===== config.mk =====
export PLATFORM = sky130hd
export DESIGN_NAME = wb_burst_traffic_gen
export DESIGN_NICKNAME = d
export VERILOG_FILES = /design/src/rtl/wb_tg_pkg.sv /design/src/rtl/wb_tg_pattern.sv /design/src/rtl/wb_burst_traffic_gen.sv
export SDC_FILE = /design/constraint.sdc
export NUM_CORES = 1
export LEC_CHECK = 0
export BUFFER_PORTS_ARGS = -buffer_cell sky130_fd_sc_hd__clkbuf_2
export CAP_MARGIN = 10
export CORE_ASPECT_RATIO = 1.4
export CORE_MARGIN = 5
export CORE_UTILIZATION = 53
export CTS_BUF_LIST = sky130_fd_sc_hd__clkbuf_2
export CTS_CLUSTER_SIZE = 28
export DETAILED_ROUTE_END_ITERATION = 10
export PLACE_DENSITY = 0.79
export SKIP_CTS_REPAIR_TIMING = 1
export SYNTH_ARGS = -nofsm -noshare
export SYNTH_HDL_FRONTEND = slang
export SYNTH_HIERARCHICAL = 1
export SYNTH_SLANG_ARGS = --single-unit
export TNS_END_PERCENT = 20

===== constraint.sdc =====
create_clock -name wb_clk_i -period 5.8 [get_ports wb_clk_i]
set_input_delay 0.87 -clock wb_clk_i [delete_from_list [all_inputs] [get_ports wb_clk_i]]
set_output_delay 0.87 -clock wb_clk_i [all_outputs]
set_load 0.1 [all_outputs]

===== src/rtl/wb_tg_pkg.sv =====
// Shared types and constants for the Wishbone burst traffic generator.
package wb_tg_pkg;

    typedef enum logic [2:0] {
        IDLE,
        WR_BURST,
        WR_GAP,
        RD_BURST,
        RD_GAP,
        DONE
    } tg_state_e;

    typedef enum logic [1:0] {
        MODE_INCR,
        MODE_LFSR,
        MODE_WALK,
        MODE_CHECK
    } tg_mode_e;

    localparam logic [2:0] CTI_CLASSIC = 3'b000;
    localparam logic [2:0] CTI_INCR    = 3'b010;
    localparam logic [2:0] CTI_EOB     = 3'b111;

    // x^32 + x^22 + x^2 + x^1 + 1 -> feedback from bits 31, 21, 1, 0
    localparam logic [31:0] LFSR_TAPS = 32'h8020_0003;

    function automatic int unsigned burst_beats(input int unsigned words, input int unsigned blen);
        return (words < blen) ? words : blen;
    endfunction

endpackage


===== src/rtl/wb_tg_pattern.sv =====
// Data pattern generator: incrementing address, LFSR, walking one, checkerboard.
module wb_tg_pattern
    import wb_tg_pkg::*;
#(
    parameter int unsigned DW     = 32,
    parameter int unsigned APP_AW = 26
) (
    input  logic              clk,
    input  logic              rst,
    input  logic              load,
    input  logic              advance,
    input  tg_mode_e          mode,
    input  logic [DW-1:0]     seed,
    input  logic [APP_AW-1:0] addr,
    output logic [DW-1:0]     pattern
);

    logic [31:0]   lfsr;
    logic [DW-1:0] walk;
    logic          chk;
    logic [31:0]   seed_ext;

    assign seed_ext = 32'(seed);

    always_ff @(posedge clk or posedge rst) begin
        if (rst) begin
            lfsr <= 32'd1;
            walk <= DW'(1'b1);
            chk  <= 1'b0;
        end else if (load) begin
            lfsr <= (seed_ext == '0) ? 32'd1 : seed_ext;
            walk <= DW'(1'b1);
            chk  <= 1'b0;
        end else if (advance) begin
            lfsr <= {lfsr[30:0], ^(lfsr & LFSR_TAPS)};
            walk <= {walk[DW-2:0], walk[DW-1]};
            chk  <= ~chk;
        end
    end

    always_comb begin
        pattern = '0;
        case (mode)
            MODE_INCR:  pattern = DW'(addr);
            MODE_LFSR:  pattern = lfsr[DW-1:0];
            MODE_WALK:  pattern = walk;
            MODE_CHECK: pattern = chk ? {(DW/4){4'h5}} : {(DW/4){4'hA}};
            default:    pattern = '0;
        endcase
    end

endmodule


===== src/rtl/wb_burst_traffic_gen.sv =====
// Wishbone B4 burst master: writes a pattern region, reads it back and counts mismatches.
module wb_burst_traffic_gen
    import wb_tg_pkg::*;
#(
    parameter int unsigned DW        = 32,
    parameter int unsigned APP_AW    = 26,
    parameter int unsigned CNT_W     = 16,
    parameter int unsigned BURST_LEN = 8,
    parameter int unsigned TIMEOUT   = 1023
) (
    input  logic              wb_clk_i,
    input  logic              wb_rst_i,
    input  logic              start_i,
    input  logic [1:0]        mode_i,
    input  logic [DW-1:0]     seed_i,
    input  logic [APP_AW-1:0] base_addr_i,
    input  logic [CNT_W-1:0]  num_words_i,
    output logic              wb_cyc_o,
    output logic              wb_stb_o,
    output logic              wb_we_o,
    output logic [APP_AW-1:0] wb_addr_o,
    output logic [DW-1:0]     wb_dat_o,
    output logic [DW/8-1:0]   wb_sel_o,
    output logic [2:0]        wb_cti_o,
    input  logic              wb_ack_i,
    input  logic [DW-1:0]     wb_dat_i,
    output logic              busy_o,
    output logic              done_o,
    output logic              timeout_o,
    output logic [CNT_W-1:0]  err_cnt_o,
    output logic [APP_AW-1:0] first_err_addr_o
);

    localparam int unsigned BW    = $clog2(BURST_LEN + 1);
    localparam int unsigned TW    = $clog2(TIMEOUT + 1);
    localparam int unsigned BYTES = DW / 8;

    tg_state_e         state, next;
    tg_mode_e          cfg_mode;
    logic [DW-1:0]     cfg_seed;
    logic [APP_AW-1:0] cfg_base;
    logic [CNT_W-1:0]  cfg_num;
    logic [CNT_W-1:0]  words_left;
    logic [BW-1:0]     beat_left;
    logic [TW-1:0]     tcnt;
    logic              in_burst, start_ok, tmo, gen_load, gen_adv;
    logic [DW-1:0]     pattern, load_seed;

    function automatic logic [BW-1:0] first_burst(input logic [CNT_W-1:0] n);
        return BW'(burst_beats(32'(n), BURST_LEN));
    endfunction

    assign in_burst = (state == WR_BURST) || (state == RD_BURST);
    assign start_ok = start_i && ((state == IDLE) || (state == DONE));
    assign tmo      = in_burst && !wb_ack_i && (tcnt == TW'(TIMEOUT - 1));

    // Read phase restarts the generator from the latched seed so it replays the written sequence.
    assign gen_load  = start_ok || ((state == WR_GAP) && (words_left == '0));
    assign load_seed = start_ok ? seed_i : cfg_seed;
    assign gen_adv   = in_burst && wb_ack_i;

    wb_tg_pattern #(
        .DW     (DW),
        .APP_AW (APP_AW)
    ) u_pattern (
        .clk     (wb_clk_i),
        .rst     (wb_rst_i),
        .load    (gen_load),
        .advance (gen_adv),
        .mode    (cfg_mode),
        .seed    (load_seed),
        .addr    (wb_addr_o),
        .pattern (pattern)
    );

    always_ff @(posedge wb_clk_i or posedge wb_rst_i) begin
        if (wb_rst_i) state <= IDLE;
        else          state <= next;
    end

    always_comb begin
        next = state;
        case (state)
            IDLE, DONE: if (start_i) next = (num_words_i == '0) ? DONE : WR_BURST;
            WR_BURST: begin
                if (wb_ack_i && (beat_left == BW'(1))) next = WR_GAP;
                else if (tmo)                          next = DONE;
            end
            WR_GAP: next = (words_left == '0) ? RD_BURST : WR_BURST;
            RD_BURST: begin
                if (wb_ack_i && (beat_left == BW'(1))) next = RD_GAP;
                else if (tmo)                          next = DONE;
            end
            RD_GAP:  next = (words_left == '0) ? DONE : RD_BURST;
            default: next = IDLE;
        endcase
    end

    assign wb_cyc_o = in_burst;
    assign wb_stb_o = in_burst;
    assign wb_we_o  = (state == WR_BURST) || (state == WR_GAP);
    assign wb_sel_o = '1;
    assign wb_dat_o = (state == WR_BURST) ? pattern : '0;
    assign busy_o   = in_burst || (state == WR_GAP) || (state == RD_GAP);
    assign done_o   = (state == DONE);

    always_comb begin
        wb_cti_o = CTI_CLASSIC;
        if (in_burst && (BURST_LEN > 1))
            wb_cti_o = (beat_left == BW'(1)) ? CTI_EOB : CTI_INCR;
    end

    always_ff @(posedge wb_clk_i or posedge wb_rst_i) begin
        if (wb_rst_i) begin
            cfg_mode         <= MODE_INCR;
            cfg_seed         <= '0;
            cfg_base         <= '0;
            cfg_num          <= '0;
            wb_addr_o        <= '0;
            words_left       <= '0;
            beat_left        <= '0;
            tcnt             <= '0;
            timeout_o        <= 1'b0;
            err_cnt_o        <= '0;
            first_err_addr_o <= '0;
        end else if (start_ok) begin
            cfg_mode         <= tg_mode_e'(mode_i);
            cfg_seed         <= seed_i;
            cfg_base         <= base_addr_i;
            cfg_num          <= num_words_i;
            wb_addr_o        <= base_addr_i;
            words_left       <= num_words_i;
            beat_left        <= first_burst(num_words_i);
            tcnt             <= '0;
            timeout_o        <= 1'b0;
            err_cnt_o        <= '0;
            first_err_addr_o <= '0;
        end else begin
            case (state)
                WR_BURST, RD_BURST: begin
                    if (wb_ack_i) begin
                        wb_addr_o  <= wb_addr_o + APP_AW'(BYTES);
                        words_left <= words_left - CNT_W'(1);
                        beat_left  <= beat_left - BW'(1);
                        tcnt       <= '0;
                        if ((state == RD_BURST) && (wb_dat_i != pattern)) begin
                            if (err_cnt_o == '0) first_err_addr_o <= wb_addr_o;
                            if (err_cnt_o != '1) err_cnt_o <= err_cnt_o + CNT_W'(1);
                        end
                    end else if (tmo) begin
                        timeout_o <= 1'b1;
                    end else begin
                        tcnt <= tcnt + TW'(1);
                    end
                end
                WR_GAP: begin
                    if (words_left == '0) begin
                        wb_addr_o  <= cfg_base;
                        words_left <= cfg_num;
                        beat_left  <= first_burst(cfg_num);
                    end else begin
                        beat_left  <= first_burst(words_left);
                    end
                end
                RD_GAP:  beat_left <= first_burst(words_left);
                default: ;
            endcase
        end
    end

endmodule


==> results of run 1 <==
[worst max path at each step]
stage	endpoint	start	slack (ns)	depth (start not counted)
2_1_floorplan	beat_left[0]	wb_rst_i	0.1	1
3_3_place_gp	err_cnt_o[6]	cfg_mode[0]	1.94	9
4_1_cts	wb_dat_o[28]	cfg_mode[0]	1.36	5
3_5_place_dp	err_cnt_o[0]	cfg_mode[0]	1.79	9
5_1_grt	wb_dat_o[28]	cfg_mode[0]	1.12	5
6_report	wb_dat_o[28]	cfg_mode[0]	1.37	5
[sequential cells by signal, indices dropped and copies added (netlist names), 16 cells and up]
register and cells:
u_pattern/walk 32, err_cnt_o 16, cfg_num 16, words_left 16, cfg_seed 32, cfg_base 26
u_pattern/lfsr 32, wb_addr_o 26, first_err_addr_o 26
[logic make-up (layout without fill, tap and decap cells)]
kind of cell	after synthesis	after routing	share of synthesized area
xor+xnor	73	73	0.0492
flops	243	243	0.458
fa+ha+maj	9	9	0.00847
buf+inv	132	373	0.0500
other cells	1	5	0.000282
compound gates	269	269	0.125
mux	93	93	0.0826
simple gates	671	671	0.227
[metal layers]
metal	routed length, um	up-vias	part of all wire	GRT usage
met3	2950	106	0.073	0.0484
li1	-	5577	-	-
met1	15200	5757	0.38	0.348
met5	0	-	0	0
met4	1990	0	0.049	0.133
met2	20100	506	0.50	0.473
[critical path, cell delays in order, from the launching register on]
cell and delay [ns]:
dfrtp_2 1.08, nand2_1 0.51, o21ai_0 0.21, a22o_1 0.20
and2_1 0.17, clkbuf_2 0.47
[layout make-up]
type | count | area [um2]
Tap cell | 315 | 394
Timing Repair Buffer | 235 | 1210
Clock inverter | 29 | 196
Multi-Input combinational cell | 1119 | 6580
Fill cell | 2195 | 9690
Clock buffer | 81 | 405
Sequential cell | 243 | 6080
Inverter | 28 | 110
Antenna cell | 1 | 2.50
[per-stage QoR]
| stage | setup slack (ns) | instance area [um2] | instances |
|---|---|---|---|
| floorplan | 0.0997 | 13300 | 1494 |
| global placement | 1.94 | 14400 | 1940 |
| detailed placement | 1.79 | 14400 | 1940 |
| CTS | 1.36 | 15000 | 2050 |
| global route | 1.12 | 15000 | 2051 |
| finish | 1.37 | 15000 | 2051 |
[cell usage after synthesis, types with 17 or more instances]
master and count:
nand2_1 357, dfrtp_1 241, nor2_1 107, o21ai_0 97
mux2i_1 79, a21oi_1 60, xnor2_1 55, clkbuf_1 48
nand3_1 40, and2_1 37, inv_1 28, nand4_1 28
nor4_1 26, a31oi_1 22, buf_4 22, nor3_1 20
nor2b_1 18, o211ai_1 17, xor2_1 17
==> metrics.cfg, run 1 <==
[clock_network]
cts_inserted_buffers = 59
clkSinkCount = 243
root_buffer = clkbuf_2
cts_max_path_buffers = 3
clk_latency_ns = 0.89
clkTransAtPathRegs_ns = 0.12
cts_tree = yes
htree_num_levels = 2

[worst_setup_path]
start_kind = register
r2r_start = cfg_mode[0]
critPathKind = register to primary output
cp.required_ns = 4.93
worst_ep_arrival_time_ns = 3.56
r2r_cells = 9
r2r_end = err_cnt_o[0]
endpoint_kind = primary output
regToRegSetupSlack_ns = 1.65
critPathMaxFanout = 62

[route]
wirelength_mm = 40.2
dr_total_vias = 11946
vias_per_cell = 5.82
drcViolationCount = 0
drt-initial-drc-count = 1086
dr.pass1.iters = 7
wl_per_cell_um = 19.6
antenna_left = 0

[global_routing]
first_global_vias = 11658
antenna_found_initial = 1
grt_pass1_wl_mm = 62.9
grt_max_degree = 90
groute.usage.overall = 0.280
overflow = 0

[final_layout]
synthToLayoutAreaGrowth_pct = 12.7
layout_commonest_cell = nand2_1
fin_nets = 1807
layout_common_cells = nand2_1 (354), clkbuf_2 (301), dfrtp_1 (240)
drive_above_1_share = 0.209
post-route-util = 0.607

[placement]
place.gp.congestion = 0.958
numPortBuffers = 220
dpl.hpwl_mm = 28.8

[timing]
drv_slew = 0
worst_pin_slew_ns = 1.16
rsz0062_at_grt = false
layout_min_cycle_time_ns = 4.43
finClkSkew_ns = 0.0442
hold_slack_ns = 0.168
finalHoldViolCount = 0
setup_viol = 0
fmax_mhz = 226
setup_tns_ns = 0
max_slew_margin = 0.227
finalCritPeriodShare = 0.764

[outcome]
outcome = finished, final reports clean

[logic_synthesis]
synth.yosys.seq_area_share = 0.458
syn-cell-area_um2 = 13300
async_flop_share = 1.00
netlist-cell-type-count = 63
synth_top_area_share = 0.454
syn_avg_cell_area_um2 = 8.92
synth_edf_count = 0
syn_inst = 1491
ys.flop_type = dfrtp_1
synth_area_leaders = dfrtp_1 (45%), nand2_1 (10%), mux2i_1 (5.9%), o21ai_0 (3.7%), xnor2_1 (3.6%)
synth-seq-cells = 243
yosysTopAreaCell = dfrtp_1
yosysWarnings = 6

[die]
fp.dieW_um = 144
num_rows = 68
dieHeight_um = 197
die_area_um2 = 28400
io_pins = 225
core_um2 = 24700
initial_core_util = 0.539

[hold_path]
hp-class = input port to async pin

[run]
max-cap-violations = 0

Power of run 1 is left out: the tool's default activity adds up to more than one toggle a clock period on the data nets, which glitch-free logic cannot reach.
==> run 2, diff against run 1 <==
ABC_AREA = 1   (was not set)
CORE_UTILIZATION = 59   (was 53)
PLACE_DENSITY = 0.83   (was 0.79)
clock period = 4.5 ns   (was 5.8 ns; I/O delays follow)
==> metrics.cfg, run 2 <==
[route]
wl_per_cell_um = 16.7  ; -15%
wirelength_mm = 42.0  ; +4.4%
drt-initial-drc-count = 1150  ; +5.9%
antenna_left = 0  ; unchanged
vias_per_cell = 5.56  ; -4.5%
dr.pass1.iters = 5  ; -2
drcViolationCount = 0  ; unchanged
dr_total_vias = 13980  ; +17%

[clock_network]
cts_tree = yes
clk_latency_ns = 0.90  ; about the same
root_buffer = clkbuf_2
clkTransAtPathRegs_ns = 0.13  ; about the same
cts_max_path_buffers = 3  ; unchanged
htree_num_levels = 2  ; unchanged
cts_inserted_buffers = 57  ; -3.4%
clkSinkCount = 243  ; unchanged

[die]
dieHeight_um = 193  ; -2.2%
num_rows = 67  ; -1.5%
fp.dieW_um = 141  ; -2.2%
initial_core_util = 0.593  ; +0.0541
io_pins = 225  ; unchanged
die_area_um2 = 27200  ; -4.3%
core_um2 = 23800  ; -3.5%

[logic_synthesis]
synth-seq-cells = 243  ; unchanged
synth_edf_count = 0  ; unchanged
async_flop_share = 1.00  ; unchanged
synth.yosys.seq_area_share = 0.431  ; -0.0267
yosysTopAreaCell = dfrtp_1
synthTopCellsByCount = nand2_1 (526), dfrtp_1 (241), nor2_1 (239)
synth_top_area_share = 0.427  ; -0.0264
yosysWarnings = 6  ; unchanged
ys.flop_type = dfrtp_1
netlist-cell-type-count = 50  ; -21%
syn_inst = 1941  ; +30%
syn-cell-area_um2 = 14100  ; +6.2%
syn_avg_cell_area_um2 = 7.27  ; -18%
synth_most_common_cell = nand2_1
synth_area_leaders = dfrtp_1 (43%), nand2_1 (14%), nor2_1 (6.4%), inv_1 (5.8%), nand3_1 (5.1%)

[worst_setup_path]
slowest_stage = nand3_1
worst_ep_arrival_time_ns = 3.28  ; -0.28 ns
r2r_start = cfg_mode[1]
critPathMaxFanout = 22  ; -65%
cp_slowest_stage_delay_ns = 0.67  ; -0.41 ns
start_kind = register
endpoint_kind = primary output
regToRegSetupSlack_ns = 1.10  ; -0.55 ns
r2r_end = err_cnt_o[15]
endpoint = wb_we_o
critPathLaunch = state[2]
critPathKind = register to primary output
cp.required_ns = 3.83  ; -1.10 ns
crit_chain = inv_2, nand3_1, buf_4, nand2_1, clkbuf_2
r2r_cells = 14  ; +5

[placement]
place_ws_ns = 1.17  ; -0.618 ns
dpl.hpwl_mm = 30.0  ; +4.0%
placed_cell_area_um2 = 15200  ; +6.0%
numPortBuffers = 220  ; unchanged
place.gp.congestion = 0.945  ; -1.4%

[timing]
finalWorstSetupSlack_ns = 0.542  ; -0.824 ns
setup_viol = 0  ; unchanged
fmax_mhz = 253
finalHoldViolCount = 0  ; unchanged
finalCritPeriodShare = 0.880
layout_min_cycle_time_ns = 3.96
setup_tns_ns = 0  ; unchanged
finClkSkew_ns = 0.0590  ; +0.0147 ns
max_slew_margin = 0.387  ; +0.159
worst_pin_slew_ns = 0.918  ; -0.241 ns
rsz0062_at_grt = false
drv_slew = 0  ; unchanged

[final_layout]
fin_area_um2 = 16000  ; +6.9%
post-route-util = 0.673  ; +0.0656
synthToLayoutAreaGrowth_pct = 13.5
layout_commonest_cell = nand2_1
layout_common_cells = nand2_1 (526), clkbuf_2 (302), dfrtp_1 (241)
reg_top3 = cfg_seed x32, u_pattern/lfsr x32, u_pattern/walk x32
fin_nets = 2279  ; +26%
drive_above_1_share = 0.172  ; -0.0365

[outcome]
outcome = finished, final reports clean

[global_routing]
groute.usage.overall = 0.307  ; +0.0262
grt_pass1_wl_mm = 67.9  ; +8.0%
grt_max_degree = 108  ; +20%
overflow = 0  ; unchanged
antenna_found_initial = 1  ; unchanged
first_global_vias = 13603  ; +17%

[hold_path]
hp-class = input port to register

[run]
max-cap-violations = 0  ; unchanged

==> run 2: cell count changes in the layout (fill, tap and decap cells not counted), sizes merged, moves of 28 or more <==
cell | before | now
nor2 | 107 | 244
inv | 29 | 231
mux2i | 79 | 0
a21oi | 60 | 88
and2 | 37 | 0
nand3 | 40 | 147
nand2 | 357 | 531
o21ai | 97 | 143
==> run 2: layout make-up <==
type | count | area (um2)
Antenna cell | 1 | 2.50
Clock buffer | 82 | 410
Clock inverter | 21 | 164
Fill cell | 2142 | 7780
Inverter | 232 | 878
Multi-Input combinational cell | 1373 | 6680
Sequential cell | 243 | 6080
Tap cell | 310 | 388
Timing Repair Buffer | 251 | 1420
==> run 2: layer usage <==
layer / vias to the layer above / routed length (um) / GRT usage
met5: - / 0 / 0
met4: 0 / 2170 / 0.158
met2: 587 / 20900 / 0.522
met3: 132 / 2950 / 0.0570
li1: 6690 / - / -
met1: 6571 / 16000 / 0.373
==> run 2: through the flow <==
stage	hold slack [ns]	std cells
finish	0.0161	2513
global route	0.00193	2513
CTS	-0.136	2494
detailed placement	0.465	2391
global placement	0.459	2391
floorplan	0.444	1944
==> run 2: cells by family (layout without fill, tap and decap cells) <==
kind of cell | after synthesis | after routing | share of synthesized area
buf+inv | 328 | 586 | 0.0972
flops | 243 | 243 | 0.431
compound gates | 334 | 334 | 0.146
fa+ha+maj | 9 | 9 | 0.00798
other cells | 1 | 5 | 0.000266
simple gates | 979 | 979 | 0.288
xor+xnor | 47 | 47 | 0.0292
==> run 2: worst min path at each step <==
stage / start / endpoint / cells after the start
2_1_floorplan: cfg_base[4] / cfg_base[4] / 2
3_3_place_gp: cfg_base[4] / cfg_base[4] / 2
3_5_place_dp: cfg_base[4] / cfg_base[4] / 2
4_1_cts: wb_rst_i / cfg_seed[25] / 2
5_1_grt: base_addr_i[25] / cfg_base[25] / 3
6_report: seed_i[10] / cfg_seed[10] / 3
==> run 2: worst max-delay path: cells and delay by family, from the launching register on <==
family	cells	cell delay [ns]
flops	1	0.44
buf+inv	3	1.13
simple gates	2	0.84
Power of run 2 is left out for the same reason.
==> run 3, diff against run 2 <==
SYNTH_HIERARCHICAL = not set   (was 1)
==> metrics.cfg, run 3 <==
[die]
io_pins = 225  ; unchanged
num_rows = 66  ; -1.5%
core_um2 = 23000  ; -3.2%
dieHeight_um = 190  ; -1.5%
die_area_um2 = 26400  ; -2.9%
initial_core_util = 0.594  ; +0.000653
fp.dieW_um = 139  ; -1.5%

[clock_network]
clkTransAtPathRegs_ns = 0.12  ; about the same
cts_inserted_buffers = 57  ; unchanged
root_buffer = clkbuf_2
cts_tree = yes
clk_latency_ns = 0.87  ; -0.03 ns
clkSinkCount = 243  ; unchanged
htree_num_levels = 2  ; unchanged
cts_max_path_buffers = 3  ; unchanged

[route]
antenna_left = 0  ; unchanged
wl_per_cell_um = 17.0  ; +1.9%
drt-initial-drc-count = 1126  ; -2.1%
dr.pass1.iters = 6  ; +1
dr_total_vias = 13813  ; -1.2%
wirelength_mm = 42.0  ; about the same
vias_per_cell = 5.60  ; +0.69%
drcViolationCount = 0  ; unchanged

[global_routing]
groute.usage.overall = 0.311  ; +0.00418
first_global_vias = 13246  ; -2.6%
antenna_found_initial = 1  ; unchanged
grt_pass1_wl_mm = 66.7  ; -1.8%
overflow = 0  ; unchanged
grt_max_degree = 131  ; +21%

[worst_setup_path]
slowest_stage = clkbuf_2
r2r_end = first_err_addr_o[21]
crit_chain = buf_4, nand3_1, nand2_1, inv_2, nand3_1, nand2_1, nor2_1, clkbuf_2
r2r_cells = 17  ; +3
start_kind = register
critPathMaxFanout = 19  ; -14%
path_depth = 8  ; +3
critPathKind = register to primary output
cp_slowest_stage_delay_ns = 0.46  ; -0.21 ns
regToRegSetupSlack_ns = 0.82  ; -0.28 ns
r2r_start = cfg_mode[1]
cp_top_family = simple AND/OR/NAND/NOR gates
cp.required_ns = 3.83  ; about the same
endpoint_kind = primary output
cp_num_buf_inv = 3  ; unchanged
worst_ep_arrival_time_ns = 3.53  ; +0.25 ns

[timing]
finClkSkew_ns = 0.0971  ; +0.0381 ns
finalCritPeriodShare = 0.935  ; +0.0554
fmax_mhz = 238  ; -5.9%
finalWorstSetupSlack_ns = 0.293  ; -0.249 ns
hold_slack_ns = 0.00735  ; -0.00874 ns
finalHoldViolCount = 0  ; unchanged
setup_viol = 0  ; unchanged
worst_pin_slew_ns = 0.892  ; -0.0253 ns
layout_min_cycle_time_ns = 4.21  ; +0.249 ns
drv_slew = 0  ; unchanged
setup_tns_ns = 0  ; unchanged
rsz0062_at_grt = false
max_slew_margin = 0.401  ; +0.0149

[logic_synthesis]
synth_area_leaders = dfrtp_1 (44%), nand2_1 (15%), inv_1 (6.3%), nand3_1 (5.8%), o21ai_0 (5.6%)
syn_inst = 1922  ; -0.98%
netlist-cell-type-count = 42  ; -16%
syn-cell-area_um2 = 13700  ; -3.1%
yosysWarnings = 0  ; -6
synthTopCellsByCount = nand2_1 (553), dfrtp_1 (241), inv_1 (228)
synth_edf_count = 0  ; unchanged
ys.flop_type = dfrtp_1
synth-seq-cells = 243  ; unchanged
synth.yosys.seq_area_share = 0.445  ; +0.0139
yosysTopAreaCell = dfrtp_1
syn_avg_cell_area_um2 = 7.11  ; -2.2%
synth_most_common_cell = nand2_1
synth_top_area_share = 0.441  ; +0.0138
async_flop_share = 1.00  ; unchanged

[final_layout]
synthToLayoutAreaGrowth_pct = 12.4
drive_above_1_share = 0.158  ; -0.0137
fin_nets = 2246  ; -1.4%
layout_commonest_cell = nand2_1
reg_top3 = cfg_seed x32, u_pattern.lfsr x32, u_pattern.walk x32
fin_area_um2 = 15400  ; -4.1%
layout_common_cells = nand2_1 (551), clkbuf_2 (301), dfrtp_1 (241)

[placement]
numPortBuffers = 220  ; unchanged
place.gp.congestion = 0.960  ; +1.5%
place_ws_ns = 0.931  ; -0.241 ns
placed_cell_area_um2 = 14900  ; -2.5%
dpl.hpwl_mm = 30.9  ; +2.9%

[run]
max-cap-violations = 0  ; unchanged

[outcome]
outcome = finished, final reports clean

[hold_path]
hp-class = input port to async pin

==> run 3: cell families after synthesis <==
family / count (synthesis) / synth area share
XOR/XNOR: 23 / 0.0147
other: 1 / 0.000274
flip-flops: 243 / 0.445
AND/OR/NAND/NOR: 984 / 0.301
buffers and inverters: 333 / 0.0992
AO/OA/AOI/OAI: 330 / 0.132
adder cells (fa/ha/maj): 8 / 0.00732
==> run 3: metal layers <==
metal / vias up / GRT usage / routed length [um]
li1: 6638 / - / -
met1: 6470 / 0.365 / 15500
met2: 588 / 0.563 / 21800
met3: 117 / 0.0392 / 2630
met4: 0 / 0.151 / 2030
met5: - / 0 / 0
==> run 3: cell type report <==
class | count | area (um2)
Tap cell | 306 | 383
Timing Repair Buffer | 235 | 1240
Multi-Input combinational cell | 1349 | 6270
Clock inverter | 11 | 77.6
Clock buffer | 81 | 405
Sequential cell | 243 | 6080
Fill cell | 2047 | 7670
Antenna cell | 1 | 2.50
Inverter | 240 | 907
==> run 3: worst min-delay path, stage by stage <==
cell and delay [ns]:
clkbuf_2 0.10, clkinvlp_4 0.11, buf_12 0.43
==> run 3: stage by stage <==
stage | std cells | utilization
after global placement | 2372 | 0.645
after floorplan | 1925 | -
after CTS | 2464 | 0.666
final | 2466 | 0.667
after global routing | 2466 | 0.667
after detailed placement | 2372 | 0.645
==> run 3: worst max path at each step <==
stage           startpoint                   end  slack (ns)
2_1_floorplan     state[2]          wb_dat_o[10]       -0.58
3_3_place_gp   cfg_mode[0]  first_err_addr_o[25]        1.00
3_5_place_dp   cfg_mode[0]  first_err_addr_o[19]        0.93
4_1_cts        cfg_mode[1]          wb_dat_o[11]        0.29
5_1_grt        cfg_mode[0]          wb_dat_o[22]         0.1
6_report       cfg_mode[1]           wb_dat_o[3]        0.29
Power of run 3 is left out for the same reason.
